[src/rtl/spi_flash_arbiter.sv]
// spi_flash_arbiter: shares the configuration SPI flash between the
// bootloader SPI master (requester 0) and the user SPI master (requester 1).
// The granted requester's CS/SCK/MOSI are muxed onto the flash pins, a
// minimum CS-high gap separates owners, and boot_pending freezes new grants.
// Optional ownership watchdog: define ARBITER_TIMEOUT_EN.
module spi_flash_arbiter #(
  parameter int unsigned CS_GAP_CYCLES  = 4,
  parameter int unsigned ROUND_ROBIN    = 0,
  parameter int unsigned TIMEOUT_CYCLES = 24'hFFFFFF
) (
  input  logic       clk_usb,
  input  logic       reset,
  input  logic [1:0] req,
  output logic [1:0] gnt,
  input  logic [1:0] spi_cs_i,
  input  logic [1:0] spi_sck_i,
  input  logic [1:0] spi_mosi_i,
  output logic       spi_miso_o,
  input  logic       boot_pending,
  output logic       flash_csn,
  output logic       flash_sck,
  output logic       flash_mosi,
  input  logic       flash_miso,
  output logic       busy,
  output logic       abort
);

  typedef enum logic [1:0] {IDLE, OWN0, OWN1, GAP} state_t;

  localparam logic [7:0] GAP_LOAD = 8'(CS_GAP_CYCLES - 1);

  state_t     state, state_nx;
  logic [7:0] gap_cnt, gap_cnt_nx;
  logic       rr_ptr, rr_ptr_nx;
  logic [1:0] gnt_nx;
  logic       abort_nx;
  logic       owning;
  logic       own_idx;
  logic       winner;
  logic [1:0] req_eff;
  logic       timeout_hit;

  assign owning = (state == OWN0) || (state == OWN1);
  assign own_idx = (state == OWN1);

`ifdef ARBITER_TIMEOUT_EN
  localparam logic [23:0] TIMEOUT_LAST = 24'(TIMEOUT_CYCLES - 1);

  logic [23:0] to_cnt;
  logic [1:0]  cs_q, sck_q;
  logic [1:0]  blocked;
  logic        activity;

  assign activity = (spi_cs_i[own_idx] != cs_q[own_idx]) ||
                    (spi_sck_i[own_idx] != sck_q[own_idx]);
  // The revoke fires on the last static cycle, so a silent owner holds the
  // bus for exactly TIMEOUT_CYCLES cycles.
  assign timeout_hit = owning && !activity && (to_cnt == TIMEOUT_LAST);
  assign req_eff = req & ~blocked;

  // Watchdog counter, previous-cycle pin history and revoked-requester lockout.
  always_ff @(posedge clk_usb) begin
    if (reset) begin
      to_cnt  <= '0;
      cs_q    <= '1;
      sck_q   <= '0;
      blocked <= '0;
    end else begin
      cs_q  <= spi_cs_i;
      sck_q <= spi_sck_i;
      if (!owning || activity || timeout_hit) to_cnt <= '0;
      else                                    to_cnt <= to_cnt + 24'd1;
      for (int unsigned i = 0; i < 2; i++) begin
        if (!req[i]) blocked[i] <= 1'b0;
      end
      if (timeout_hit && req[own_idx]) blocked[own_idx] <= 1'b1;
    end
  end
`else
  logic unused_timeout_cfg;
  assign unused_timeout_cfg = ^24'(TIMEOUT_CYCLES);
  assign timeout_hit = 1'b0;
  assign req_eff = req;
`endif

  // State, grant, gap counter, round-robin pointer and abort registers.
  always_ff @(posedge clk_usb) begin
    if (reset) begin
      state   <= IDLE;
      gnt     <= '0;
      gap_cnt <= '0;
      rr_ptr  <= 1'b0;
      abort   <= 1'b0;
    end else begin
      state   <= state_nx;
      gnt     <= gnt_nx;
      gap_cnt <= gap_cnt_nx;
      rr_ptr  <= rr_ptr_nx;
      abort   <= abort_nx;
    end
  end

  // Next-state logic: arbitration in IDLE, release detection in OWNx, gap countdown.
  always_comb begin
    state_nx   = state;
    gnt_nx     = '0;
    gap_cnt_nx = gap_cnt;
    rr_ptr_nx  = rr_ptr;
    abort_nx   = 1'b0;
    winner     = 1'b0;
    case (state)
      IDLE: begin
        if (!boot_pending && (req_eff != 2'b00)) begin
          if (req_eff == 2'b11) winner = (ROUND_ROBIN != 0) ? rr_ptr : 1'b0;
          else                  winner = req_eff[1];
          state_nx = winner ? OWN1 : OWN0;
          gnt_nx   = winner ? 2'b10 : 2'b01;
          if (ROUND_ROBIN != 0) rr_ptr_nx = ~winner;
        end
      end
      OWN0, OWN1: begin
        if (!req[own_idx] || timeout_hit) begin
          state_nx   = GAP;
          gap_cnt_nx = GAP_LOAD;
          abort_nx   = !spi_cs_i[own_idx];
        end else begin
          gnt_nx = own_idx ? 2'b10 : 2'b01;
        end
      end
      GAP: begin
        if (gap_cnt == 8'd0) state_nx = IDLE;
        else                 gap_cnt_nx = gap_cnt - 8'd1;
      end
      default: state_nx = IDLE;
    endcase
  end

  // Flash pin mux from the registered owner; idle levels otherwise.
  always_comb begin
    flash_csn  = 1'b1;
    flash_sck  = 1'b0;
    flash_mosi = 1'b0;
    if (owning) begin
      flash_csn  = spi_cs_i[own_idx];
      flash_sck  = spi_sck_i[own_idx];
      flash_mosi = spi_mosi_i[own_idx];
    end
  end

  assign busy       = (state != IDLE);
  assign spi_miso_o = flash_miso;

endmodule

[config.mk]
export PLATFORM = sky130hd
export DESIGN_NAME = spi_flash_arbiter
export DESIGN_NICKNAME = d
export VERILOG_FILES = /design/src/rtl/spi_flash_arbiter.sv
export SDC_FILE = /design/constraint.sdc
export NUM_CORES = 1
export LEC_CHECK = 0
export CORE_ASPECT_RATIO = 1.2
export CORE_MARGIN = 2
export CORE_UTILIZATION = 43
export DETAILED_ROUTE_END_ITERATION = 12
export PLACE_DENSITY = 0.73
export SETUP_SLACK_MARGIN = 0.4
export SLEW_MARGIN = 20
export SYNTH_ARGS = -nofsm -noshare
export SYNTH_HDL_FRONTEND = slang
export SYNTH_SLANG_ARGS = --single-unit
[constraint.sdc]
create_clock -name clk_usb -period 2.3 [get_ports clk_usb]
set_clock_uncertainty 0.2 [all_clocks]
set_input_delay 0.69 -clock clk_usb [delete_from_list [all_inputs] [get_ports clk_usb]]
set_output_delay 0.69 -clock clk_usb [all_outputs]
set_load 0.05 [all_outputs]
Yosys cells after proc, flatten, opt, wreduce, memory -nomap -nowiden
Index checks and enable logic that the tools add are counted.
{"block": "classes", "n_addsub": 1, "muxes": 26, "n_reduce_logical": 13, "n_bitwise": 1, "order_cmp": 1, "eq_ne": 8}
{"cell": "$mux W8", "count": 2}
{"cell": "$pmux W8 S2", "count": 1}
{"cell": "$mux W1", "count": 14}
{"cell": "$mux W2", "count": 7}
{"cell": "$logic_not A8 Y1", "count": 1}
{"cell": "$ne A2 B2 Y1 const B", "count": 4}
{"cell": "$sub A8 B1 Y8 const B", "count": 1}
{"cell": "$eq A2 B2 Y1 const B", "count": 3}
{"cell": "$pmux W2 S3", "count": 1}
{"cell": "$reduce_and A3 Y1", "count": 2}
{"cell": "$reduce_bool A2 Y1", "count": 3}
{"cell": "$pmux W2 S2", "count": 1}
{"cell": "$reduce_or A3 Y1", "count": 1}
{"cell": "$eq A2 B1 Y1 const B", "count": 1}
{"cell": "$logic_not A1 Y1", "count": 2}
{"cell": "$logic_not A2 Y1", "count": 1}
{"cell": "$lt A1 B2 Y1 const B", "count": 1}
{"cell": "$reduce_or A2 Y1", "count": 1}
{"cell": "$logic_and A1 B1 Y1", "count": 1}
{"cell": "$logic_or A1 B1 Y1", "count": 1}
{"cell": "$not A1 Y1", "count": 1}
{"block": "totals", "ff_bits": 13, "output_inout_bits": 8}

Logic depth before layout (Yosys ltp)
{"block": "depth", "depth_word": 7, "depth_mapped": 8}

Least setup slack after synthesis
Ideal clock, no wire load.
{"block": "synth_timing", "path_type": "reg-to-output", "from": "register state[0]", "to": "output port flash_mosi", "setup_slack_ns": -0.164, "path_stages_with_launch": 5, "arrival_ns": 1.574, "cell_sequence": "dfxtp_1 -> inv_1 -> ha_1 -> inv_1 -> nor2_1"}
{"block": "synth_via", "elab_chain_len": 4, "elab_cells_between_ends": 6}
{"item": "start: declaration", "line": "32", "rtl": "state_t state, state_nx;"}
{"item": "start signal: assignment", "line": "95", "rtl": "state <= state_nx;"}
{"item": "$eq A2 B2 Y1", "line": "43, 44"}
{"item": "$mux W1 (implied by the code) (2 in series)", "line": "146", "rtl": "flash_mosi = spi_mosi_i[own_idx];"}
{"item": "$mux W1 *", "line": "143", "rtl": "if (owning) begin"}
{"item": "end: declaration", "line": "22", "rtl": "output logic flash_mosi,"}
Mark *: on every way between the ends. The rest lies on a longest branch, timed or not. The select of a mux whose other input is x is not followed.

Worst setup path after layout
{"block": "layout_timing", "from": "register state[1]", "to": "output port flash_csn"}
{"block": "layout_via", "elab_chain_len": 4, "elab_cells_between_ends": 6}
{"item": "$eq A2 B2 Y1", "line": "43, 44"}
{"item": "$mux W1 (implied by the code) (2 in series)", "line": "144", "rtl": "flash_csn = spi_cs_i[own_idx];"}
{"item": "$mux W1 *", "line": "143"}
{"item": "end: declaration", "line": "20", "rtl": "output logic flash_csn,"}
Marked as above.

==> impl_metrics.json <==
{
  "portBuffers": 17,
  "cp-endpoint": "flash_csn",
  "firstDrtPassIters": 4,
  "grt_max_degree": 11,
  "status": "completed",
  "viasPerCell": 5.953,
  "synth_seq_area_share": 0.3118,
  "p_sw_mw": 1.000,
  "row_count": 17,
  "synth_compound_area_frac": 0.2414,
  "synthArstFlopShare": 0,
  "wl_um": 2288,
  "r2r_start": "state[1]$_SDFFE_PP0P_",
  "power_frac_seq": 0.212,
  "diodes": 0,
  "vias": 887,
  "reg2reg_to": "gap_cnt[3]$_SDFFE_PP0P_",
  "finalSetupTns_ns": 0,
  "fp.dieW_um": 44.22,
  "synthMuxAreaShare": 0.06597,
  "grt_pass1_wl_um": 3539,
  "multi_input_area_um2": 709.4,
  "cts_buffers": 3,
  "drc": 0,
  "drv_slew": 0,
  "combPwrFrac": 0.721,
  "intPower_mw": 1.130,
  "layout.nets": 150,
  "dr.first_iter.drc_count": 11,
  "grt_pass1_vias": 857,
  "syn-num-nets": 116,
  "gp_congestion": 0.7990,
  "synth_top_family_by_area": "compound AO/OA/AOI/OAI gates",
  "swShare": 0.4696,
  "synthFlopType": "dfxtp_1",
  "worstHoldPathType": "flip-flop to flip-flop",
  "postSynthAreaPerCell_um2": 8.604,
  "fill_cells": 122,
  "cts_tree": "built",
  "worst-setup-path-type": "flip-flop to output pin",
  "clkSinkCount": 13,
  "vdd_drop_max_mv": 0.8760,
  "grt_remaining_overflow": 0,
  "reg2reg_depth": 8,
  "grt.total_usage": 0.2024,
  "rsz0062_at_grt": "true",
  "worstMarginPinSlew_ns": 0.3574,
  "start_util": 0.4562,
  "cp_max_fo": 5,
  "io_pins": 20,
  "end_kind": "output pin",
  "dieArea_um2": 2311,
  "cts_root_buffer": "clkbuf_4",
  "critPathRequiredTime_ns": 1.41,
  "clk_pin_slew_worst_paths_ns": 0.08,
  "synth-simple-area-share": 0.1994,
  "synth_edf_count": 0,
  "hpwl_um": 1459,
  "crit_start": "state[1]$_SDFFE_PP0P_",
  "seq_area_um2": 266.5,
  "antenna_found_initial": 0,
  "finalCritPeriodShare": 0.9820,
  "fmaxAchievable_mhz": 442.8,
  "ys_ff_latch": 13,
  "setup-violations-final": 0,
  "ys_types": 32,
  "hold_violations": 0,
  "drive_gt1_frac": 0.4846,
  "power_density_nw_per_um2": 1541,
  "syn2layout_area_growth_pct": 65.67,
  "dieHeight_um": 52.26,
  "post-route-min-period_ns": 2.259,
  "yosys_warnings": 0,
  "syn_inst": 97,
  "clkPwrFrac": 0.067,
  "p_leak_nw": 0.5588,
  "syn-cell-area_um2": 834.6,
  "core_area_um2": 1829,
  "r2r_slack_ns": 0.08,
  "maxCapViolCount": 0,
  "ant_nets": 0,
  "cts-htree-levels": 1,
  "crit_arrival_ns": 1.37,
  "startpoint_type": "flip-flop",
  "whs_ns": 0.3074,
  "synth_fa_ha_area_frac": 0.1049,
  "synthXorXnorAreaFrac": 0,
  "clockBufferDepth": 2,
  "wl_per_cell_um": 15.36,
  "slew_headroom": 0.7610,
  "clk_latency_ns": 0.27
}
[cells by family (layout without fill, tap and decap cells)]
group	after synthesis	after routing
flops	13	13
simple gates	30	30
fa+ha+maj	7	7
mux	5	5
compound gates	30	30
buf+inv	12	45
[per-layer routing]
layer	share of wire	track usage	up-vias	wire [um]
met1	0.41	0.2537	430	946
met3	0.034	0.03103	4	78
met5	0	0	-	0
met4	0.0074	0.06566	0	17
li1	-	-	431	-
met2	0.54	0.3480	22	1244
[power groups by stage]
stage / logic [mW] / clock network [mW] / registers [mW]
6_report: 1.54 / 0.143 / 0.451
3_5_place_dp: 1.05 / 0 / 0.407
3_3_place_gp: 1.02 / 0 / 0.401
5_1_grt: 1.66 / 0.159 / 0.466
4_1_cts: 1.27 / 0.143 / 0.410
2_1_floorplan: 0.719 / 0 / 0.421
[per-stage QoR]
stage	utilization	cells	instance area, um2	total power [mW]	setup WS [ns]
3_5_place_dp	0.6122	138	1120	1.457	-0.2782
3_3_place_gp	0.6122	138	1120	1.422	-0.2094
6_report	0.7558	149	1383	2.130	0.04146
4_1_cts	0.6867	148	1256	1.820	0.02976
5_1_grt	0.7558	149	1383	2.280	-0.03265
2_1_floorplan	-	97	863.3	1.140	0.1869
[area by class of cell]
class | count | share of cell area
multi-input combinational | 72 | 0.5131
timing repair buffer | 32 | 0.2317
sequential | 13 | 0.1928
tap | 19 | 0.01719
clock buffer | 4 | 0.01900
inverter | 9 | 0.02624
[cells in the mapped netlist (2+ instances only)]
library cell	number	share of area
o31ai_1	6	0.054
nand2_1	4	0.018
nand3_1	2	0.012
o22ai_1	3	0.022
or3_1	2	0.015
a21oi_1	9	0.054
ha_1	7	0.10
o21ai_0	3	0.018
nor2_1	8	0.036
or4_1	5	0.045
a311oi_1	2	0.021
dfxtp_1	13	0.31
inv_1	9	0.040
nor3_1	2	0.012
buf_6	2	0.027
mux2i_1	4	0.048
[layout by cell type (no fill, tap or decap), types with 3 or more instances in the layout]
cell,netlist,final
buf_6,2,4
buf_12,0,4
ha_1,7,5
o31ai_4,0,3
clkbuf_4,0,3
buf_4,1,14
or4_4,0,5
dfxtp_1,13,10
nand2_1,4,4
nor2_1,8,6
a21oi_2,0,7
inv_1,9,6
dlygate4sd2_1,0,8
[worst max-delay path, stage by stage, from the launching register on]
cell     delay, ns
dfxtp_2       0.35
buf_6         0.10
ha_4          0.17
mux2i_1       0.19
nand2_1       0.12
buf_12        0.16
[how the worst min path moves through the flow]
| stage | startpoint | endpoint | slack (ns) | cells after the start |
|---|---|---|---|---|
| CTS | gap_cnt[3]$_SDFFE_PP0P_ | gap_cnt[3]$_SDFFE_PP0P_ | 0.31 | 2 |
| detailed placement | gap_cnt[3]$_SDFFE_PP0P_ | gap_cnt[3]$_SDFFE_PP0P_ | 0.30 | 2 |
| finish | gap_cnt[0]$_SDFFE_PP0P_ | gap_cnt[0]$_SDFFE_PP0P_ | 0.31 | 1 |
| floorplan | gap_cnt[7]$_SDFFE_PP0P_ | gap_cnt[7]$_SDFFE_PP0P_ | 0.26 | 2 |
| global placement | gap_cnt[4]$_SDFFE_PP0P_ | gap_cnt[4]$_SDFFE_PP0P_ | 0.29 | 2 |
| global route | gap_cnt[0]$_SDFFE_PP0P_ | gap_cnt[0]$_SDFFE_PP0P_ | 0.34 | 1 |
[sequential cells by signal, indices dropped and copies added, names as in the netlist]
signal / cells
gap_cnt: 8
gnt: 2
state: 2
abort: 1
[what timing repair did]
item | CTS | global route
cloned | 0 | 0
buffers inserted | 6 | 1
hold buffers | 0 | 0
resized for setup | 30 | 24
pin swaps | 13 | 9
endpoints found under the setup margin | 14 | 14
No activity file was read; power rests on OpenSTA's default activity.
